<file path="src/rtl/instruction_fetch_stage_pkg.sv">
// instruction_fetch_stage_pkg: shared CPU definitions (NOP, default vectors, FSM encoding, IF/ID record).
package instruction_fetch_stage_pkg;
    localparam logic [31:0] NOP_INSTR          = 32'h0000_0000;
    localparam logic [31:0] DEFAULT_RESET_PC   = 32'h0000_0000;
    localparam logic [31:0] DEFAULT_EXC_VECTOR = 32'h8000_0004;

    typedef enum logic {BOOT = 1'b0, RUN = 1'b1} fetch_state_t;

    typedef struct packed {
        logic [31:0] pc;
        logic [31:0] pc_plus4;
        logic [31:0] instr;
        logic        valid;
    } if_id_t;

    localparam if_id_t IF_ID_BUBBLE = '{pc: 32'h0, pc_plus4: 32'h0, instr: NOP_INSTR, valid: 1'b0};
endpackage

</file>
<file path="src/rtl/instruction_fetch_stage_if.sv">
// instruction_fetch_stage_if: instruction-memory fetch bus (address out, instruction word back).
interface instruction_fetch_stage_if;
    logic [31:0] imem_addr;
    logic [31:0] imem_instr;
    modport master (output imem_addr, input imem_instr);
    modport slave (input imem_addr, output imem_instr);
endinterface

</file>
<file path="src/rtl/instruction_fetch_stage_if_id_reg.sv">
// if_id_reg: inter-stage pipeline register; bubble beats load, neither means hold.
module if_id_reg
    import instruction_fetch_stage_pkg::*;
(
    input  logic   clk,
    input  logic   reset_n,
    input  logic   bubble,
    input  logic   load,
    input  if_id_t d,
    output if_id_t q
);
    always_ff @(posedge clk or negedge reset_n) begin
        if (!reset_n)
            q <= IF_ID_BUBBLE;
        else if (bubble)
            q <= IF_ID_BUBBLE;
        else if (load)
            q <= d;
    end
endmodule

</file>
<file path="src/rtl/instruction_fetch_stage.sv">
// instruction_fetch_stage: MIPS IF stage - PC register, redirects, stalls, flushes, IF/ID capture.
// Optional IFETCH_MISALIGN_TRAP_EN traps misaligned redirects to EXC_VECTOR instead of truncating them.
module instruction_fetch_stage
    import instruction_fetch_stage_pkg::*;
#(
    parameter logic [31:0] RESET_PC   = DEFAULT_RESET_PC,
    parameter logic [31:0] EXC_VECTOR = DEFAULT_EXC_VECTOR
) (
    input  logic                       clk,
    input  logic                       reset_n,
    instruction_fetch_stage_if.master  imem,
    input  logic                       stall,
    input  logic                       flush,
    input  logic                       redirect_valid,
    input  logic [31:0]                redirect_target,
    output logic [31:0]                if_id_pc,
    output logic [31:0]                if_id_pc_plus4,
    output logic [31:0]                if_id_instr,
    output logic                       if_id_valid,
    output logic                       fetch_exc
);
    fetch_state_t state, state_next;
    logic [31:0]  pc, pc_next, pc_plus4, redirect_pc;
    logic         bubble, load, trap;
    if_id_t       if_id_d, if_id_q;

    assign pc_plus4       = pc + 32'd4;
    assign imem.imem_addr = pc;

`ifdef IFETCH_MISALIGN_TRAP_EN
    assign trap        = redirect_valid && (redirect_target[1:0] != 2'b00);
    assign redirect_pc = trap ? EXC_VECTOR : redirect_target;
`else
    assign trap        = 1'b0;
    assign redirect_pc = {redirect_target[31:2], 2'b00};
`endif

    always_ff @(posedge clk or negedge reset_n) begin
        if (!reset_n) begin
            state <= BOOT;
            pc    <= RESET_PC;
        end else begin
            state <= state_next;
            pc    <= pc_next;
        end
    end

    // BOOT ignores every input and only injects the initial bubble.
    always_comb begin
        state_next = RUN;
        pc_next    = pc;
        bubble     = 1'b1;
        load       = 1'b0;
        if (state == RUN) begin
            bubble  = redirect_valid || flush;
            load    = !redirect_valid && !stall;
            pc_next = redirect_valid ? redirect_pc : (stall ? pc : pc_plus4);
        end
    end

`ifdef IFETCH_MISALIGN_TRAP_EN
    always_ff @(posedge clk or negedge reset_n) begin
        if (!reset_n)
            fetch_exc <= 1'b0;
        else
            fetch_exc <= (state == RUN) && trap;
    end
`else
    assign fetch_exc = trap;
`endif

    assign if_id_d = '{pc: pc, pc_plus4: pc_plus4, instr: imem.imem_instr, valid: 1'b1};

    if_id_reg u_if_id (
        .clk     (clk),
        .reset_n (reset_n),
        .bubble  (bubble),
        .load    (load),
        .d       (if_id_d),
        .q       (if_id_q)
    );

    assign if_id_pc       = if_id_q.pc;
    assign if_id_pc_plus4 = if_id_q.pc_plus4;
    assign if_id_instr    = if_id_q.instr;
    assign if_id_valid    = if_id_q.valid;
endmodule

</file>
<file path="src/flat_wrapper.sv">
// flat-port wrapper written by rule: the top's interface ports become plain ports
module instruction_fetch_stage_flat import instruction_fetch_stage_pkg::*;
#(
    parameter logic [31:0] RESET_PC   = DEFAULT_RESET_PC,
    parameter logic [31:0] EXC_VECTOR = DEFAULT_EXC_VECTOR
)
  (clk, reset_n, stall, flush, redirect_valid, redirect_target, if_id_pc, if_id_pc_plus4, if_id_instr, if_id_valid, fetch_exc, imem_imem_addr, imem_imem_instr);
  instruction_fetch_stage_if imem_i ();
  input  logic clk;
  input  logic reset_n;
  input  logic stall;
  input  logic flush;
  input  logic redirect_valid;
  input  logic [31:0] redirect_target;
  output logic [31:0] if_id_pc;
  output logic [31:0] if_id_pc_plus4;
  output logic [31:0] if_id_instr;
  output logic if_id_valid;
  output logic fetch_exc;
  output wire logic [$bits(imem_i.imem_addr)-1:0] imem_imem_addr;
  input wire logic [$bits(imem_i.imem_instr)-1:0] imem_imem_instr;
  assign imem_imem_addr = imem_i.imem_addr;
  assign imem_i.imem_instr = imem_imem_instr;
  instruction_fetch_stage #(.RESET_PC(RESET_PC), .EXC_VECTOR(EXC_VECTOR)) u_core (.clk(clk), .reset_n(reset_n), .imem(imem_i), .stall(stall), .flush(flush), .redirect_valid(redirect_valid), .redirect_target(redirect_target), .if_id_pc(if_id_pc), .if_id_pc_plus4(if_id_pc_plus4), .if_id_instr(if_id_instr), .if_id_valid(if_id_valid), .fetch_exc(fetch_exc));
endmodule
</file>
<file path="config.mk">
export PLATFORM = sky130hd
export DESIGN_NAME = instruction_fetch_stage_flat
export DESIGN_NICKNAME = d
export VERILOG_FILES = /design/src/rtl/instruction_fetch_stage_pkg.sv /design/src/rtl/instruction_fetch_stage_if.sv /design/src/rtl/instruction_fetch_stage_if_id_reg.sv /design/src/rtl/instruction_fetch_stage.sv /design/src/flat_wrapper.sv
export SDC_FILE = /design/constraint.sdc
export NUM_CORES = 1
export LEC_CHECK = 0
export CAP_MARGIN = 20
export CELL_PAD_IN_SITES_DETAIL_PLACEMENT = 0
export CELL_PAD_IN_SITES_GLOBAL_PLACEMENT = 1
export CORE_UTILIZATION = 30
export CTS_BUF_LIST = sky130_fd_sc_hd__clkbuf_2
export CTS_CLUSTER_SIZE = 12
export DETAILED_ROUTE_END_ITERATION = 8
export MAX_ROUTING_LAYER = met4
export PLACE_DENSITY_LB_ADDON = 0.1
export SLEW_MARGIN = 20
export SYNTH_ARGS = -nofsm -noshare
export SYNTH_HDL_FRONTEND = slang
export SYNTH_SLANG_ARGS = --single-unit
</file>
<file path="constraint.sdc">
create_clock -name clk -period 2.6 [get_ports clk]
set_clock_uncertainty 0.1 [all_clocks]
set_input_delay 0.52 -clock clk [delete_from_list [all_inputs] [get_ports clk]]
set_output_delay 0.52 -clock clk [all_outputs]
set_load 0.03 [all_outputs]
</file>
# Word-level counts from Yosys, hierarchy flattened
# Cells that the tools add are included.
# W data, S select, Z words.
# totals
ff_bits	130
wordCells	20
# op_classes
add_sub_neg	1
eq_ne	1
n_mux	6
n_reduce_logical	6
# op_table
op	n
$mux W97	2
$mux W32	2
$add A32 B3 Y32 const B	1
$logic_not A1 Y1	2
$mux W1	2
$ne A2 B1 Y1 const B	1
$reduce_and A2 Y1	1
$reduce_bool A2 Y1	1
$logic_and A1 B1 Y1	1
$logic_or A1 B1 Y1	1

# Depth between registers and ports, before layout
# Gate-level depths: netlist of run 1.
# depth
ltp_word	5
depth_mapped	7

# By module
# From an unflattened synthesis of run 1, not the netlist that was laid out.
# unflattened
hier_cells	594
hier_area_um2	6256.0
# modules_own_cells
module	n_inst	cells_per_inst	area_each_um2
if_id_reg	1	313	3921.3
instruction_fetch_stage	1	281	2334.7

# Least setup slack after synthesis of run 1
# Ideal clock, no wire load.
# synth_path
kind	register -> register
start	register u_core.pc[2], in the netlist u_core.imem.imem_addr[2]
end	register u_core.pc[24], in the netlist u_core.imem.imem_addr[24]
setup_time_ns	0.137
arrival_time_ns	2.028
slack_ns	0.335
path_stages_with_launch	7
synth_period_minus_slack_ns	2.265
path_cell_list	dfrtp_1 > ha_1 > nand3_2 > or3_4 > or4_1 > mux2i_1 > a21oi_1
# synth_via
elab_chain_len	3
# synth_lines
element	line_no	source
start: declaration	instruction_fetch_stage.sv:23	logic [31:0] pc, pc_next, pc_plus4, redirect_pc;
start signal: assignment	instruction_fetch_stage.sv:44	pc <= pc_next;
$add A32 B3 Y32	instruction_fetch_stage.sv:27	assign pc_plus4 = pc + 32'd4;
$mux W32 (2 in a row)	instruction_fetch_stage.sv:57	pc_next = redirect_valid ? redirect_pc : (stall ? pc : pc_plus4);
# No other way between the ends. The select of a mux whose other input is x is not followed.
# A chain may end at the register's enable or synchronous reset.

# Worst setup path after layout of run 1
# layout_path
start	register u_core.u_if_id.q[51] (netlist bit)
end	output if_id_pc_plus4[18]
# layout_rtl
element	line_no	source
start: declaration	instruction_fetch_stage_if_id_reg.sv:10	output if_id_t q
start signal: assignment	instruction_fetch_stage_if_id_reg.sv:14	q <= IF_ID_BUBBLE;
start signal: assignment	instruction_fetch_stage_if_id_reg.sv:16	q <= IF_ID_BUBBLE;
start signal: assignment	instruction_fetch_stage_if_id_reg.sv:18	q <= d;
end: declaration	flat_wrapper.sv:16	output logic [31:0] if_id_pc_plus4;
# No word-level cell between the ends.

==> results by group, run 1 <==
Synthesis
  – Post-Synth Simple-Gate Area: 0.1379
  – Distinct cells, synth: 56
  – Sequential share of the synthesized area: 0.5376
  – Cells after synthesis: around 550
  – Synth Area in Compound Gates: 0.2211
  – Area leader, netlist: dfrtp_1
  – Largest cells by area after synthesis: dfrtp_1 (54%), a22o_1 (9.9%), o21ai_0 (4.0%), nand2_1 (3.4%), xnor2_1 (2.6%)
  – Mux contribution to synthesized area: 0.007154
  – Post-synthesis adder-cell area fraction: 0.002168
  – Top_reg_cell synth: dfrtp_1
  – Async SR Flop Fraction: 1.000
  – Largest family of logic cells by synthesized area: compound AO/OA/AOI/OAI gates
  – Yosys top cell area share: 0.5376
  – Post-synth EDFFs: 0
  – Seq cells post-synth: roughly 120
  – Synth Area per Inst: 10.59 um^2
  – Synth warnings: 0
  – Synth Cell Area: around 5800 um^2
  – Xor/xnor share of the synthesized area: 0.04097

Clock network
  – Clock-pin slew of the registers on the worst-case setup and hold paths: between 0.15 and 0.2 ns
  – CTS root buf: clkbuf_2
  – CTS buffer count: 17
  – CTS tree: done
  – Worst-skew pair later-pin latency: 0.72 ns
  – H-tree depth: 4
  – Clock Path Buffers: 2
  – # clock sinks: 124

Outcome
  – Status: complete, no violations

Critical path
  – CP required: just under 2 ns
  – Setup CP Type: flop to output pin
  – Crit end category: output pin
  – CP Data Arrival Time: between 1.5 and 2 ns
  – Slowest CP cell: clkdlybuf4s50_1
  – Peak per-stage delay on the critical path: ~0.73 ns
  – Worst path bufs/invs: 1
  – Worst setup SP type: flop
  – Cell Chain, Critical Path: clkdlybuf4s50_1
  – Critical path peak fanout: 2
  – R2r startpoint: u_core.imem.imem_addr[10]$_DFFE_PN0P_
  – Cell family with most CP delay: buffers and inverters
  – CP startpoint: u_core.u_if_id.q[51]$_DFFE_PN0P_

Pwr
  – Peak supply drop: about 220 uV
  – P_leak: 3.557 nW
  – Clk pwr share: 0.226
  – Flop pwr share: 0.515
  – Combinational share of power: 0.260
  – P per Cell Area: between 500 and 600 nW/um^2
  – Sw frac: 0.3556
  – P_int: 0.002719 W
  – P_sw: 0.001500 W

Global route
  – Gr ovfl total: 0
  – Total track usage: 0.2021
  – Pin count of the biggest net entering global routing: 62
  – First-pass GRT wire length: ~30000 um
  – Vias in the first global route: between 5k and 6k
  – Initial antenna violation count: 2

STA
  – Final Cycle Share: 0.9441
  – Final setup TNS: 0 ns
  – Achievable clock frequency: around 0.41 GHz
  – Final setup violation count: 0
  – Fin crit period: roughly 2.5 ns
  – Fin. Hold Viols: 0
  – Final Max Tran Viols: 0
  – RSZ-0062 raised after global routing: no

Final layout
  – Commonest non-fill, non-tap cell in the layout: clkdlybuf4s50_1
  – Layout cell share with drive strength beyond 1: 0.1121
  – Final std cells w/o fill: ~1000
  – Commonest cells after routing, fill and taps aside: clkdlybuf4s50_1 (158), dfrtp_1 (122), a22o_1 (65), nand2_1 (52), o21ai_0 (45)
  – Area growth, synth to finish: 42.32%
  – Post-layout net count: 816

Flow run
  – Max cap viols: 0

Floorplan
  – Die Wd: about 140 um
  – Die Ht: 140.7 um
  – Boundary Pins: about 200
  – Starting Density: 0.3075
  – Total core area: between 15000 and 20000 um^2
  – Row cnt: 50
  – Die ar.: roughly 20000 um^2

Routing
  – ANT nets after route: 0
  – Drt drc: 0
  – DRT iter0 DRCs: 250
  – WL/cell: between 15 and 20 um
  – Vias per Instance: 5.172
  – Router iterations before antenna repair: 4
  – Wirelength, routed: approximately 19000 um
  – Vias: 5146

Placed design
  – # port buffers: 189
  – Placed cells: 960
  – GPL Wtd Cong: between 0.8 and 0.9
  – HPWL after DPL: between 10000 and 15000 um

Min path
  – Hold crit path type: input pin to async pin
[state kept, by name, indices dropped and copies added, names as in the netlist]
signal and count:
u_core.state 1, u_core.imem.imem_addr 30, u_core.u_if_id.q 93
[layer usage]
layer  global-route usage  part of all wire
met1               0.2657              0.48
met2               0.3142              0.45
met3              0.04586             0.058
met4              0.05206             0.011
met5                    -                 0
[worst paths after layout]
path / to / slack (ns) / depth (start not counted)
worst min register to register: u_core.u_if_id.q[35]$_DFFE_PN0P_ / 0.40 / 2
worst max-delay path: if_id_pc_plus4[18] / 0.15 / 1
worst max register to register: u_core.imem.imem_addr[20]$_DFFE_PN0P_ / 0.43 / 5
max in group asynchronous: u_core.imem.imem_addr[29]$_DFFE_PN0P_ / 1.55 / 3
worst min-delay path: u_core.u_if_id.q[22]$_DFFE_PN0P_ / 0.18 / 2
min in group clk: u_core.imem.imem_addr[25]$_DFFE_PN0P_ / 0.18 / 3
[what timing repair did]
item / in CTS / in global routing
buffers inserted: 0 / 0
pin swaps: 0 / 0
hold buffers: 1 / 0
setup endpoints to repair: 28 / 1
endpoints found under the hold margin: 119 / 0
resized for setup: 30 / 1
[synthesized netlist by cell type (all sizes together) (2+ instances only)]
library cell / n
nand3: 11
or3: 2
a22oi: 10
o2bb2ai: 3
nor2: 25
or4: 2
and4: 10
xnor2: 17
a211oi: 2
and3: 14
conb: 2
mux2i: 3
inv: 3
clkbuf: 28
a41o: 3
nand2: 52
buf: 27
o21ai: 48
dfrtp: 124
a311oi: 2
nand4: 12
a21oi: 16
o22ai: 12
a22o: 65
nor4: 3
nor3: 15
a2bb2oi: 3
a41oi: 2
a31oi: 5
xor2: 10
[layout make-up]
class	instances	area (um^2)
timing repair buffer	231	2236
inverter	4	15.01
tap	234	292.8
clock buffer	20	100.1
clock inverter	11	55.05
antenna	3	7.507
sequential	124	3105
multi-input combinational	368	2402
fill	1865	10550
[cell families after synthesis]
| family | Yosys count |
|---|---|
| AOI/OAI and AO/OA | 179 |
| xor gates and xnor gates | 27 |
| DFF | 124 |
| buffers and inverters | 59 |
| other | 2 |
| adders and majority gates | 1 |
| muxes | 4 |
| and+or+nand+nor | 149 |
[metrics by stage]
stage / power, W / cell area, um^2 / hold WS (ns) / utilization / worst slack, ns
6_report: 0.004219 / 8214 / 0.1786 / 0.4377 / 0.1453
5_1_grt: 0.004477 / 8214 / 0.09895 / 0.4377 / 0.01783
4_1_cts: 0.004301 / 8204 / 0.08420 / 0.4371 / 0.01073
3_5_place_dp: 0.003362 / 8071 / 0.3668 / 0.4301 / 0.4180
3_3_place_gp: 0.003352 / 8071 / 0.3583 / 0.4301 / 0.4222
2_1_floorplan: 0.002807 / 5794 / 0.1244 / - / 0.3353
[power groups by stage]
stage          sequential (W)  clock, W  combinational, W
2_1_floorplan         0.00238         0          0.000422
3_3_place_gp          0.00221         0           0.00115
3_5_place_dp          0.00221         0           0.00115
4_1_cts               0.00218   0.00102           0.00111
5_1_grt               0.00220   0.00110           0.00118
6_report              0.00217  0.000952           0.00110
Power figures use the tool's default switching activity.
==> inputs of run 2 (changes only) <==
Settings changed: CORE_MARGIN set to 3, HOLD_SLACK_MARGIN set to 0.02, SETUP_SLACK_MARGIN set to 0.2.
==> run 2 against run 1 <==
Against the previous run: wire length rose by 1.7%; register-to-register slack about the same; global-route usage is 1.5 points lower; clock power is 54% higher; via count about the same; critical path depth unchanged; sequential power about the same; die area rose by 5.8%.
==> results by group, run 2 (synthesis results as in run 1) <==
Clock network
  – Post-CTS setup buffers: 0 (unchanged)
  – CTS tree: done
  – CTS buffer count: 17 (unchanged)
  – # clock sinks: 124 (unchanged)
  – CTS root buf: clkbuf_2
  – H-tree depth: 4 (unchanged)
  – Worst-skew pair later-pin latency: 0.68 ns (-0.04 ns)
  – Clock Path Buffers: 2 (unchanged)
  – Clock-pin slew of the registers on the worst-case setup and hold paths: 0.19 ns (about the same)

Final layout
  – Final std cells w/o fill: 1023 (+2.8%)
  – Commonest cells after routing, fill and taps aside: dfrtp_1 (115), dlygate4sd2_1 (107), a22o_1 (65), clkdlybuf4s50_1 (64), nand2_1 (52)
  – Area of the multi-input gates: 2407 um^2 (+0.21%)
  – FF/Latch Area: 3114 um^2 (+0.28%)
  – Area growth, synth to finish: 43.03%
  – Commonest non-fill, non-tap cell in the layout: dfrtp_1
  – Layout cell share with drive strength beyond 1: 0.1393 (+0.02715)
  – Post-layout net count: 818 (+0.25%)
  – Max reg flops: 93 (unchanged)
  – Largest Register: u_core.u_if_id.q
  – Filler instances: 1872 (+0.38%)

Critical path
  – Setup slack, reg-to-reg: 0.44 ns (about the same)
  – CP required: 1.98 ns (about the same)
  – Critical path peak fanout: 7 (+5)
  – Slowest CP cell: dfrtp_1
  – Worst setup SP type: flop
  – Crit end category: output pin
  – Cell family with most CP delay: flip-flops
  – Cell Chain, Critical Path: dlygate4sd2_1
  – R2r startpoint: u_core.imem.imem_addr[3]$_DFFE_PN0P_
  – Worst path bufs/invs: 1 (unchanged)
  – Reg2reg path depth: 6 (+1)
  – Reg-to-reg endpoint: u_core.imem.imem_addr[24]$_DFFE_PN0P_
  – Peak per-stage delay on the critical path: 0.51 ns (-0.22 ns)
  – CP Data Arrival Time: 1.63 ns (-0.20 ns)
  – Setup CP Type: flop to output pin

Floorplan
  – Starting Density: 0.3065 (-0.001022)
  – Boundary Pins: 199 (unchanged)
  – Die ar.: 20940 um^2 (+5.8%)
  – Total core area: 18830 um^2 (+0.33%)
  – Die Ht: 144.7 um (+2.8%)
  – Die Wd: 144.7 um (+2.8%)
  – Row cnt: 50 (unchanged)

Routing
  – DRT iter0 DRCs: 224 (-10%)
  – WL/cell: 18.41 um (-1.1%)
  – Drt drc: 0 (unchanged)
  – Vias per Instance: 5.035 (-2.6%)
  – Vias: 5151 (+0.097%)
  – Router iterations before antenna repair: 6 (+2)
  – Wirelength, routed: 18830 um (+1.7%)
  – ANT nets after route: 0 (unchanged)

STA
  – Fin. Hold Viols: 0 (unchanged)
  – RSZ-0062 raised after global routing: no
  – Slew @ Worst Pin: about 0.62 ns
  – Slew headroom: 0.5868
  – Final setup TNS: 0 ns (unchanged)
  – Final Cycle Share: 0.8666 (-0.07756)
  – Achievable clock frequency: 0.4438 GHz (+9.0%)
  – Final setup violation count: 0 (unchanged)
  – Fin crit period: 2.253 ns (-0.2017 ns)
  – Final Max Tran Viols: 0 (unchanged)

Placed design
  – HPWL after DPL: 13330 um (+2.0%)
  – GPL Wtd Cong: 0.8341 (+3.3%)
  – Placed cells: 988 (+2.9%)
  – # port buffers: 189 (unchanged)

Pwr
  – P_sw: 0.001530 W (+2.0%)
  – Flop pwr share: 0.463 (-0.052)
  – Clk pwr share: 0.311 (+0.085)
  – Peak supply drop: 317.6 uV (+45%)
  – P_leak: 4.013 nW (+13%)
  – P per Cell Area: 570.7 nW/um^2 (+11%)
  – Final total power: 0.004712 W (+12%)
  – Sw frac: 0.3247 (-0.03083)
  – Combinational share of power: 0.226 (-0.034)
  – P_int: 0.003182 W (+17%)

Global route
  – Initial antenna violation count: 2 (unchanged)
  – Gr ovfl total: 0 (unchanged)
  – First-pass GRT wire length: 29460 um (-1.2%)
  – Total track usage: 0.1866 (-0.01547)
  – Pin count of the biggest net entering global routing: 60 (-3.2%)
  – Vias in the first global route: 5193 (-2.6%)

Flow run
  – Max cap viols: 0 (unchanged)

Outcome
  – Status: complete, no violations

Min path
  – Min-Delay Startpoint: redirect_valid
  – Hold worst-path end: u_core.imem.imem_addr[25]$_DFFE_PN0P_
  – Hold crit path type: input pin to flop
  – Hold Crit Depth: 3
[run 2: area by class of cell]
type	instances	share of cell area
Clock buffer	18	0.01091
Clock inverter	14	0.02410
Tap cell	260	0.03941
Multi-Input combinational cell	368	0.2916
Sequential cell	124	0.3772
Timing Repair Buffer	233	0.2543
Inverter	4	0.001819
Antenna cell	2	0.0006062
[run 2: through the flow]
step | hold WS, ns | area (um^2) | setup slack (ns) | util
6_report | 0.1661 | 8255 | 0.3470 | 0.4384
5_1_grt | 0.08763 | 8255 | 0.2018 | 0.4384
4_1_cts | 0.07931 | 8264 | 0.1978 | 0.4389
3_5_place_dp | 0.3710 | 8107 | 0.3267 | 0.4305
3_3_place_gp | 0.3709 | 8107 | 0.3482 | 0.4305
2_1_floorplan | 0.1244 | 5794 | 0.3353 | -
[run 2: power groups by stage]
stage / Combinational (W) / Clock [W] / Sequential, W
finish: 0.00107 / 0.00147 / 0.00218
CTS: 0.00108 / 0.00152 / 0.00218
floorplan: 0.000422 / 0 / 0.00238
detailed placement: 0.00115 / 0 / 0.00221
global route: 0.00115 / 0.00160 / 0.00220
global placement: 0.00115 / 0 / 0.00221
[run 2: timing repair]
action                     4_1_cts  5_1_grt
hold endpoints to repair        55        0
setup endpoints to repair      123       19
gates resized for setup        133       26
hold buffers                     1        0
[run 2: routing by layer]
layer	vias up	wire, um	global-route usage
met4	0	138	0.04516
met5	-	0	-
li1	2431	-	-
met2	180	8518	0.2838
met1	2531	9050	0.2510
met3	9	1125	0.04831
[run 2: tightest hold or removal path: stages]
cell and delay, ns:
buf_2 0.20, nor2_1 0.13, a211oi_1 0.07
[run 2: worst max path at each step]
stage          cells past startpoint                                     to                                   from  slack (ns)
6_report                           1                     imem_imem_addr[26]  u_core.imem.imem_addr[26]$_DFFE_PN0P_        0.35
5_1_grt                            2                     imem_imem_addr[15]  u_core.imem.imem_addr[15]$_DFFE_PN0P_        0.20
4_1_cts                            1                      imem_imem_addr[5]   u_core.imem.imem_addr[5]$_DFFE_PN0P_        0.20
3_5_place_dp                       6  u_core.imem.imem_addr[24]$_DFFE_PN0P_                                  stall        0.33
3_3_place_gp                       6  u_core.imem.imem_addr[24]$_DFFE_PN0P_                                  stall        0.35
2_1_floorplan                      6  u_core.imem.imem_addr[24]$_DFFE_PN0P_   u_core.imem.imem_addr[2]$_DFFE_PN0P_        0.34
==> inputs of run 3 (changes only) <==
Settings changed: CAP_MARGIN 20 to 10, CTS_CLUSTER_DIAMETER set to 60, MAX_ROUTING_LAYER met4 to unset.
==> run 3 against run 2 <==
Against the previous run: flip-flop and latch count stayed put; count of clock-buffer cells in the layout unchanged; highest routed layer is now met5; worst hold slack worse by 0.011 ns; first-iteration DRC count decreased by 12%.
==> results by group, run 3 (synthesis results as in run 1) <==
Outcome
  – Status: complete, no violations

Floorplan
  – Die ar.: 20940 um^2 (unchanged)
  – Boundary Pins: 199 (unchanged)
  – Die Wd: 144.7 um (unchanged)
  – Total core area: 18830 um^2 (unchanged)
  – Starting Density: 0.3065 (unchanged)
  – Row cnt: 50 (unchanged)
  – Die Ht: 144.7 um (unchanged)

Flow run
  – Max cap viols: 0 (unchanged)

Final layout
  – Layout cell share with drive strength beyond 1: 0.1393 (unchanged)
  – Area growth, synth to finish: 42.99% (about the same)
  – Max reg flops: 93 (unchanged)
  – Commonest cells after routing, fill and taps aside: dfrtp_1 (115), dlygate4sd2_1 (107), a22o_1 (65), clkdlybuf4s50_1 (64), nand2_1 (52)
  – Commonest non-fill, non-tap cell in the layout: dfrtp_1
  – Largest Register: u_core.u_if_id.q
  – Filler instances: 1873 (+0.053%)
  – Post-layout net count: 818 (unchanged)

Critical path
  – Critical path peak fanout: 9 (+2)
  – Peak per-stage delay on the critical path: 0.40 ns (-0.11 ns)
  – CP Data Arrival Time: 1.64 ns (about the same)
  – CP required: 1.98 ns (about the same)
  – Cell family with most CP delay: buffers and inverters
  – Crit end category: output pin
  – Worst setup SP type: flop
  – Setup CP Type: flop to output pin
  – Worst path bufs/invs: 2 (+1)
  – Slowest CP cell: clkdlybuf4s15_1
  – Critical Path Stages: 2 (+1)
  – Reg2reg path depth: 6 (unchanged)
  – Cell Chain, Critical Path: buf_4, clkdlybuf4s15_1

Global route
  – Vias in the first global route: 5188 (-0.096%)
  – Gr ovfl total: 0 (unchanged)
  – Total track usage: 0.1814 (-0.005203)
  – Pin count of the biggest net entering global routing: 60 (unchanged)
  – Initial antenna violation count: 2 (unchanged)
  – First-pass GRT wire length: 29490 um (about the same)

STA
  – Fin. Hold Viols: 0 (unchanged)
  – Final Cycle Share: 0.8708 (+0.004262)
  – Slew @ Worst Pin: 0.6285 ns (+0.008747 ns)
  – Final setup violation count: 0 (unchanged)
  – Setup ws final: 0.3359 ns (-0.01108 ns)
  – RSZ-0062 raised after global routing: yes
  – Slew headroom: 0.5810 (-0.005831)
  – Final Max Tran Viols: 0 (unchanged)
  – Achievable clock frequency: 0.4417 GHz (-0.49%)
  – Final setup TNS: 0 ns (unchanged)
  – Fin crit period: 2.264 ns (+0.01108 ns)

Min path
  – Hold crit path type: input pin to flop
  – Hold Crit Depth: 3 (unchanged)

Clock network
  – # clock sinks: 124 (unchanged)
  – Clock Path Buffers: 2 (unchanged)
  – Post-CTS setup buffers: 0 (unchanged)
  – Clock-pin slew of the registers on the worst-case setup and hold paths: 0.19 ns (about the same)
  – CTS buffer count: 17 (unchanged)
  – H-tree depth: 4 (unchanged)
  – Worst-skew pair later-pin latency: 0.69 ns (about the same)
  – CTS root buf: clkbuf_2
  – CTS tree: done

Placed design
  – HPWL after DPL: 13330 um (unchanged)
  – # port buffers: 189 (unchanged)
  – Placement Setup Slack: 0.3267 ns (unchanged)
  – GPL Wtd Cong: 0.8217 (-1.5%)

Routing
  – Router iterations before antenna repair: 6 (unchanged)
  – Drt drc: 0 (unchanged)
  – Vias per Instance: 5.056 (+0.41%)
  – DRT iter0 DRCs: 197 (-12%)
  – Vias: 5167 (+0.31%)
  – Wirelength, routed: 18810 um (-0.13%)
  – WL/cell: 18.40 um (about the same)
  – ANT nets after route: 0 (unchanged)

Pwr
  – Peak supply drop: 319.1 uV (+0.46%)
  – P per Cell Area: 570.6 nW/um^2 (about the same)
  – P_leak: 4.013 nW (about the same)
run 3: timing repair:
item                                    in CTS  in global routing
endpoints found under the setup margin     123                 19
endpoints found under the hold margin       55                  0
hold buffers                                 1                  0
resized for setup                          133                 26
run 3: final timing paths:
check / start / slack [ns] / to
worst max-delay path: u_core.imem.imem_addr[2]$_DFFE_PN0P_ / 0.34 / imem_imem_addr[2]
worst min-delay path: redirect_valid / 0.15 / u_core.imem.imem_addr[25]$_DFFE_PN0P_
worst max register to register: u_core.imem.imem_addr[3]$_DFFE_PN0P_ / 0.45 / u_core.imem.imem_addr[24]$_DFFE_PN0P_
worst min register to register: u_core.u_if_id.q[63]$_DFFE_PN0P_ / 0.39 / u_core.u_if_id.q[63]$_DFFE_PN0P_
max in group asynchronous: reset_n / 1.45 / u_core.u_if_id.q[11]$_DFFE_PN0P_
min in group asynchronous: reset_n / 0.26 / u_core.u_if_id.q[15]$_DFFE_PN0P_
run 3: worst register-to-register path, delay by kind of cell, from the launching register on:
kind / cells / cell delay (ns)
compound gates: 1 / 0.08
flops: 1 / 0.51
mux: 1 / 0.14
fa+ha+maj: 1 / 0.23
simple gates: 3 / 1.00
run 3: per-stage QoR:
| stage | std cells | util | hold WS, ns | cell area (um^2) | total power (W) |
|---|---|---|---|---|---|
| after floorplan | 551 | - | 0.1244 | 5794 | 0.002807 |
| final | 1022 | 0.4383 | 0.1550 | 8253 | 0.004709 |
| after CTS | 1021 | 0.4389 | 0.07931 | 8264 | 0.004778 |
| after global routing | 1022 | 0.4383 | 0.08239 | 8253 | 0.004956 |
| after global placement | 988 | 0.4305 | 0.3709 | 8107 | 0.003355 |
| after detailed placement | 988 | 0.4305 | 0.3710 | 8107 | 0.003361 |
run 3: cell type report:
cell class | instances | area, um^2 | area share
flip-flops and latches | 124 | 3114 | 0.3774
multi-input cells | 368 | 2407 | 0.2917
repair buffers | 233 | 2100 | 0.2544
well taps | 260 | 325.3 | 0.03942
clock inverters | 14 | 198.9 | 0.02411
clock buffers | 18 | 90.09 | 0.01092
inverters | 4 | 15.01 | 0.001819
diodes | 1 | 2.502 | 0.0003032
run 3: routing by layer:
| metal | vias up | global-route usage | part of all wire |
|---|---|---|---|
| li1 | 2428 | - | - |
| met1 | 2538 | 0.2498 | 0.47 |
| met2 | 186 | 0.2836 | 0.45 |
| met3 | 13 | 0.05061 | 0.069 |
| met4 | 2 | 0.04664 | 0.0090 |
| met5 | - | 0 | 0.00069 |
run 3: power breakdown:
group          switching [W]  leakage, nW  internal (W)
clock network       0.000746        0.164      0.000719
registers           0.000140         1.65       0.00204
logic               0.000642         2.20      0.000423
total                0.00153         4.01       0.00318
